[src/rtl/nand_tree_pipe_pkg.sv]
// rtl/nand_tree_pipe_pkg.sv - mode encoding and tree sizing helpers for nand_tree_pipe
// Contents:
//   tree_mode_e    : TM_AND, TM_NAND, TM_OR, TM_NOR (bit1 = OR family, bit0 = invert)
//   clog_base      : number of tree levels, never below 1
//   width_at       : partial-bit count entering level s
//   offset_at      : start of level s inside the flat partial-bit bus
//   identity_bit   : padding value that leaves the reduction unchanged
package nand_tree_pkg;

    typedef enum logic [1:0] {
        TM_AND  = 2'd0,
        TM_NAND = 2'd1,
        TM_OR   = 2'd2,
        TM_NOR  = 2'd3
    } tree_mode_e;

    function automatic int clog_base(input int n, input int b);
        int w;
        int l;
        w = n;
        l = 0;
        while (w > 1) begin
            w = (w + b - 1) / b;
            l++;
        end
        return (l < 1) ? 1 : l;
    endfunction

    // ceil(n / b^s), computed by repeated ceiling division so no overflow for big s
    function automatic int width_at(input int n, input int b, input int s);
        int w;
        w = n;
        for (int k = 0; k < s; k++) begin
            w = (w + b - 1) / b;
        end
        return w;
    endfunction

    function automatic int offset_at(input int n, input int b, input int s);
        int o;
        o = 0;
        for (int k = 0; k < s; k++) begin
            o += width_at(n, b, k);
        end
        return o;
    endfunction

    // AND family pads with 1, OR family pads with 0
    function automatic logic identity_bit(input logic [1:0] mode);
        return ~mode[1];
    endfunction

endpackage

[src/rtl/nand_tree_pipe_if.sv]
// rtl/nand_tree_pipe_if.sv - operand/result handshake bundle for nand_tree_pipe
// Signals:
//   in_data/in_mode/in_valid  : operand offer (master -> slave)
//   in_ready                  : operand accepted (slave -> master)
//   out_data/out_mode/out_valid : reduction result (slave -> master)
//   out_ready                 : result consumed (master -> slave)
interface nand_tree_pipe_if #(
    parameter int N_IN = 7
);
    logic [N_IN-1:0] in_data;
    logic [1:0]      in_mode;
    logic            in_valid;
    logic            in_ready;
    logic            out_data;
    logic [1:0]      out_mode;
    logic            out_valid;
    logic            out_ready;

    modport master (
        output in_data, in_mode, in_valid, out_ready,
        input  in_ready, out_data, out_mode, out_valid
    );

    modport slave (
        input  in_data, in_mode, in_valid, out_ready,
        output in_ready, out_data, out_mode, out_valid
    );
endinterface

[src/rtl/nand_tree_pipe_stage.sv]
// rtl/nand_tree_pipe_stage.sv - one registered reduction level of nand_tree_pipe
// Ports:
//   clk, rst_n                      : clock, async active-low reset
//   up_valid/up_ready/up_mode/up_data : partial bits from the previous level
//   dn_valid/dn_ready/dn_mode/dn_data : registered partial bits to the next level
// LAST=1 folds the NAND/NOR inversion into this level's register.
module nand_tree_stage
    import nand_tree_pkg::*;
#(
    parameter int IN_W  = 7,
    parameter int FANIN = 4,
    parameter bit LAST  = 1'b0,
    localparam int OUT_W = (IN_W + FANIN - 1) / FANIN
) (
    input  logic             clk,
    input  logic             rst_n,
    input  logic             up_valid,
    output logic             up_ready,
    input  logic [1:0]       up_mode,
    input  logic [IN_W-1:0]  up_data,
    output logic             dn_valid,
    input  logic             dn_ready,
    output logic [1:0]       dn_mode,
    output logic [OUT_W-1:0] dn_data
);
    localparam int PAD_W = OUT_W * FANIN;

    logic             valid_q, valid_d;
    logic [1:0]       mode_q, mode_d;
    logic [OUT_W-1:0] data_q, data_d;
    logic [PAD_W-1:0] padded;
    logic [OUT_W-1:0] red;
    logic             op_or;
    logic             load;

    always_comb begin
        op_or  = (up_mode == TM_OR) || (up_mode == TM_NOR);
        padded = {PAD_W{identity_bit(up_mode)}};
        padded[IN_W-1:0] = up_data;
        red = '0;
        for (int g = 0; g < OUT_W; g++) begin
            red[g] = op_or ? |padded[g*FANIN +: FANIN] : &padded[g*FANIN +: FANIN];
        end
        if (LAST) begin
            red = red ^ {OUT_W{up_mode[0]}};
        end
    end

    // An empty slot, or one whose contents leave this cycle, can take new data;
    // this lets bubbles collapse instead of propagating.
    always_comb begin
        up_ready = ~valid_q | dn_ready;
        load     = up_valid & up_ready;
        valid_d  = up_ready ? up_valid : valid_q;
        mode_d   = load ? up_mode : mode_q;
        data_d   = load ? red : data_q;
    end

    always_ff @(posedge clk or negedge rst_n) begin
        if (!rst_n) begin
            valid_q <= 1'b0;
            mode_q  <= 2'd0;
            data_q  <= '0;
        end else begin
            valid_q <= valid_d;
            mode_q  <= mode_d;
            data_q  <= data_d;
        end
    end

    assign dn_valid = valid_q;
    assign dn_mode  = mode_q;
    assign dn_data  = data_q;

endmodule

[src/rtl/nand_tree_pipe.sv]
// rtl/nand_tree_pipe.sv - pipelined N-input AND/NAND/OR/NOR reduction tree
// Ports:
//   clk, rst_n  : clock, async active-low reset
//   bus         : nand_tree_pipe_if.slave (in_* operand handshake, out_* result handshake)
//   stat_clr    : sync clear of the transfer counter (NAND_TREE_PIPE_STATS_EN only)
//   stat_count  : saturating count of result transfers (NAND_TREE_PIPE_STATS_EN only)
// One register level per tree level; in_ready is combinational from out_ready.
module nand_tree_pipe
    import nand_tree_pkg::*;
#(
    parameter int N_IN  = 7,
    parameter int FANIN = 4
) (
    input  logic                clk,
    input  logic                rst_n,
    nand_tree_pipe_if.slave     bus
`ifdef NAND_TREE_PIPE_STATS_EN
    ,
    input  logic                stat_clr,
    output logic [15:0]         stat_count
`endif
);
    localparam int LEVELS  = clog_base(N_IN, FANIN);
    localparam int BUS_W   = offset_at(N_IN, FANIN, LEVELS + 1);
    localparam int OUT_OFF = offset_at(N_IN, FANIN, LEVELS);

    // All levels' partial bits packed end to end: level s sits at offset_at(s).
    logic [BUS_W-1:0] lvl_data;
    logic [LEVELS:0]  lvl_valid;
    logic [LEVELS:0]  lvl_ready;
    logic [1:0]       lvl_mode [LEVELS+1];

    assign lvl_data[N_IN-1:0] = bus.in_data;
    assign lvl_valid[0]       = bus.in_valid;
    assign lvl_mode[0]        = bus.in_mode;
    assign lvl_ready[LEVELS]  = bus.out_ready;

    for (genvar s = 0; s < LEVELS; s++) begin : g_lvl
        localparam int IW = width_at(N_IN, FANIN, s);
        localparam int OW = width_at(N_IN, FANIN, s + 1);
        localparam int IO = offset_at(N_IN, FANIN, s);
        localparam int OO = offset_at(N_IN, FANIN, s + 1);

        nand_tree_stage #(
            .IN_W  (IW),
            .FANIN (FANIN),
            .LAST  (s == LEVELS - 1)
        ) u_stage (
            .clk      (clk),
            .rst_n    (rst_n),
            .up_valid (lvl_valid[s]),
            .up_ready (lvl_ready[s]),
            .up_mode  (lvl_mode[s]),
            .up_data  (lvl_data[IO +: IW]),
            .dn_valid (lvl_valid[s+1]),
            .dn_ready (lvl_ready[s+1]),
            .dn_mode  (lvl_mode[s+1]),
            .dn_data  (lvl_data[OO +: OW])
        );
    end

    assign bus.in_ready  = lvl_ready[0];
    assign bus.out_valid = lvl_valid[LEVELS];
    assign bus.out_mode  = lvl_mode[LEVELS];
    assign bus.out_data  = lvl_data[OUT_OFF];

`ifdef NAND_TREE_PIPE_STATS_EN
    logic [15:0] stat_count_q, stat_count_d;

    // Clear takes priority over a same-cycle transfer.
    always_comb begin
        stat_count_d = stat_count_q;
        if (stat_clr) begin
            stat_count_d = 16'd0;
        end else if (lvl_valid[LEVELS] && bus.out_ready && (stat_count_q != 16'hFFFF)) begin
            stat_count_d = stat_count_q + 16'd1;
        end
    end

    always_ff @(posedge clk or negedge rst_n) begin
        if (!rst_n) begin
            stat_count_q <= 16'd0;
        end else begin
            stat_count_q <= stat_count_d;
        end
    end

    assign stat_count = stat_count_q;
`endif

endmodule

[src/flat_wrapper.sv]
// flat-port wrapper written by rule: the top's interface ports become plain ports
module nand_tree_pipe_flat import nand_tree_pkg::*;
#(
    parameter int N_IN  = 7,
    parameter int FANIN = 4
)
  (clk, rst_n, bus_in_data, bus_in_mode, bus_in_valid, bus_out_ready, bus_in_ready, bus_out_data, bus_out_mode, bus_out_valid);
  nand_tree_pipe_if #(.N_IN(N_IN)) bus_i ();
  input  logic clk;
  input  logic rst_n;
  input wire logic [$bits(bus_i.in_data)-1:0] bus_in_data;
  input wire logic [$bits(bus_i.in_mode)-1:0] bus_in_mode;
  input wire logic [$bits(bus_i.in_valid)-1:0] bus_in_valid;
  input wire logic [$bits(bus_i.out_ready)-1:0] bus_out_ready;
  output wire logic [$bits(bus_i.in_ready)-1:0] bus_in_ready;
  output wire logic [$bits(bus_i.out_data)-1:0] bus_out_data;
  output wire logic [$bits(bus_i.out_mode)-1:0] bus_out_mode;
  output wire logic [$bits(bus_i.out_valid)-1:0] bus_out_valid;
  assign bus_i.in_data = bus_in_data;
  assign bus_i.in_mode = bus_in_mode;
  assign bus_i.in_valid = bus_in_valid;
  assign bus_i.out_ready = bus_out_ready;
  assign bus_in_ready = bus_i.in_ready;
  assign bus_out_data = bus_i.out_data;
  assign bus_out_mode = bus_i.out_mode;
  assign bus_out_valid = bus_i.out_valid;
  nand_tree_pipe #(.N_IN(N_IN), .FANIN(FANIN)) u_core (.clk(clk), .rst_n(rst_n), .bus(bus_i));
endmodule
[config.mk]
export PLATFORM = sky130hd
export DESIGN_NAME = nand_tree_pipe_flat
export DESIGN_NICKNAME = d
export VERILOG_FILES = /design/src/rtl/nand_tree_pipe_pkg.sv /design/src/rtl/nand_tree_pipe_if.sv /design/src/rtl/nand_tree_pipe_stage.sv /design/src/rtl/nand_tree_pipe.sv /design/src/flat_wrapper.sv
export SDC_FILE = /design/constraint.sdc
export NUM_CORES = 1
export LEC_CHECK = 0
export ABC_AREA = 1
export CAP_MARGIN = 10
export CORE_AREA = 2 2 39 41
export CTS_CLUSTER_DIAMETER = 30
export DETAILED_ROUTE_END_ITERATION = 10
export DIE_AREA = 0 0 41 43
export PLACE_DENSITY = 0.77
export RECOVER_POWER = 100
export REMOVE_ABC_BUFFERS = 1
export SLEW_MARGIN = 5
export SYNTH_ARGS = -nofsm -noshare
export SYNTH_HDL_FRONTEND = slang
export SYNTH_HIERARCHICAL = 1
export SYNTH_SLANG_ARGS = --single-unit
[constraint.sdc]
create_clock -name clk -period 0.9 [get_ports clk]
set_input_delay 0.135 -clock clk [delete_from_list [all_inputs] [get_ports clk]]
set_output_delay 0.135 -clock clk [all_outputs]
set_load 0.05 [all_outputs]
==> flow_summary_export.csv <==
group,metric,value,unit
placement,gp_congestion,0.722,
placement,dp_hpwl,655,µm
timing,tightest_slew,0.421,ns
synth,synth_top_area_cell,"dfrtp_1",
timing,finalMaxSlewViolations,0,
grt,grt-ovfl-total,0,
clock_network,cts_buffers,3,
layout,final-seq-area,225,µm²
route,routed_wl,811,µm
critical_path,cp_data_arrival_time,0.96,ns
clock_network,cts.reportedPaths.clkPinSlew,0.06,ns
layout,layout_common_cells,"24 x nand2_1, 11 x clkdlybuf4s50_1, 9 x dfrtp_1, 6 x inv_1, 5 x buf_12",
synth,ys.warnings.count,6,
synth,yosysSeqAreaShare,0.474,
placement,port-buffer-count,17,
route,postRouteAntennaNets,0,
status,outcome,"complete, but fails checks",
die,die_w,41,µm
die,die-area,1760,µm²
clock_network,htreeDepth,1,
clock_network,cts-root-buf,"clkbuf_4",
timing,slew_headroom,0.718,
layout,area_delta_synth_final,64.2,%
grt,grt_max_degree,10,
timing,hold_viol,0,
synth,synth_cell_type_count,12,
die,rows,14,
route,num_vias,437,
clock_network,ctsHoldBuffers,0,
layout,nFillCells,130,
critical_path,crit_path_end_kind,"output pin",
clock_network,clockBufferDepth,2,
die,ios,18,
clock_network,cts_sinks,9,
clock_network,cts_tree,"yes",
critical_path,critPathLaunchType,"flip-flop",
grt,antenna_found_initial,0,
status,violations,"negative setup slack",
grt,grt_pass1_vias,416,
die,start_util,0.344,
synth,yosys.area.top_type_share,0.474,
route,wl_per_cell,8.03,µm
synth,syn_area_per_cell,7.92,µm²
flow_run,cap_violations,0,
synth,ys_ff_latch,9,
layout,finalNetCount,99,
synth,netlist_area,475,µm²
layout,drive_gt1_frac,0.259,
critical_path,critical_path_class,"flip-flop to output pin",
critical_path,cp.required,0.76,ns
pwr,vdd_drop_max,0.855,mV
worst_hold_path,hp-class,"input pin to asynchronous set/reset pin",
placement,preCtsSetupSlack,-0.329,ns
route,vias_per_cell,4.33,
route,drt_iter0_markers,5,
timing,rsz0062_at_grt,"true",
layout,multiInputGateArea,229,µm²
timing,fmax,0.911,GHz
layout,antenna_cells,0,
grt,track_usage,0.130,
die,die_h,43,µm
clock_network,clk_latency,0.26,ns
critical_path,crit_fanout,2,
grt,grt_pass1_wl,1570,µm
route,first_pass_iters,2,
timing,setup_violations,12,
pwr,p_leak,0.402,nW
layout,final_util,0.564,
critical_path,reg2reg_depth,8,
timing,worst_slack,-0.198,ns
synth,synth_cells,60,
pwr,p_total,0.00166,W
die,core_area,1380,µm²
timing,finClkSkew,0.000497,ns
synth,yosys-top-cells-area,"dfrtp_1 47%, nand2_1 19%, nand2_4 9.5%",
critical_path,r2r_slack,-0.15,ns
layout,final_common_cell,"nand2_1",
timing,period_needed,1.10,ns
pwr,power_density,2130,nW/µm²
route,drc_errors,0,
timing,fin_crit_sh,1.22,
-- flip-flops by register name (all words and copies together) (netlist names) --
name / flops
u_core/g_lvl.u_stage/dn_data: 3
u_core/g_lvl.u_stage/dn_valid: 2
u_core/g_lvl.u_stage/dn_mode: 4
-- cell usage after synthesis --
cell       n
nor2_2     2
nand3_1    3
o21bai_1   1
o21ai_0    3
nor2_1     3
a21oi_1    1
nand2_1   24
nand2_4    4
inv_1      8
a21oi_2    1
nand3_2    1
dfrtp_1    9
-- kinds of logic after synthesis --
| group | after synthesis | share of synthesized area |
|---|---|---|
| compound gates | 6 | 0.0763 |
| buf+inv | 8 | 0.0632 |
| flops | 9 | 0.474 |
| simple gates | 37 | 0.387 |
-- where the power goes --
part	switching, W	leakage, nW	internal [W]
combinational	0.000384	0.277	0.000381
clock	0.000142	0.0150	0.000171
sequential	0.0000930	0.110	0.000492
-- stage by stage --
stage	std cells	hold WS, ns	TNS, ns	cell area [µm²]
floorplan	60	-0.161	-3.13	475
global placement	95	0.452	-2.47	731
detailed placement	95	0.464	-2.54	731
CTS	101	0.182	-1.25	772
global route	101	0.263	-1.92	781
finish	101	0.244	-1.22	781
-- cell type report --
cell class	count	area share
sequential	9	0.288
inverter	8	0.0385
multi-input combinational	43	0.293
clock buffer	4	0.0337
tap	16	0.0256
timing repair buffer	21	0.321
-- metal layers --
| metal | vias up | wire, µm | global-route usage |
|---|---|---|---|
| met4 | 0 | 14 | 0.0600 |
| met1 | 183 | 334 | 0.159 |
| met2 | 18 | 393 | 0.203 |
| li1 | 234 | - | - |
| met5 | - | 0 | 0 |
| met3 | 2 | 68 | 0.0314 |
-- path summary, 6_finish.rpt --
| path | from | end |
|---|---|---|
| max in group asynchronous | rst_n | u_core/g_lvl[0].u_stage/dn_mode[0]$_DFFE_PN0P_ |
| min in group clk | bus_in_mode[0] | u_core/g_lvl[0].u_stage/dn_mode[0]$_DFFE_PN0P_ |
| setup reg to reg | u_core/g_lvl[1].u_stage/dn_valid$_DFFE_PN0P_ | u_core/g_lvl[0].u_stage/dn_data[1]$_DFFE_PN0P_ |
| setup / recovery | u_core/g_lvl[1].u_stage/dn_valid$_DFFE_PN0P_ | bus_in_ready |
| hold reg to reg | u_core/g_lvl[0].u_stage/dn_data[1]$_DFFE_PN0P_ | u_core/g_lvl[0].u_stage/dn_data[1]$_DFFE_PN0P_ |
| hold / removal | rst_n | u_core/g_lvl[1].u_stage/dn_data$_DFFE_PN0P_ |
-- worst max-delay path, cell delays in order, from the launching register on --
cell and delay (ns):
dfrtp_1 0.41, nand2_4 0.07, inv_2 0.04, nand2_4 0.06, buf_12 0.13
-- what timing repair did --
action	in CTS	in global routing
endpoints found under the setup margin	13	13
gates resized for setup	2	1
buffers inserted	2	0
pin swaps	1	0
No activity file was read; power rests on OpenSTA's default activity.
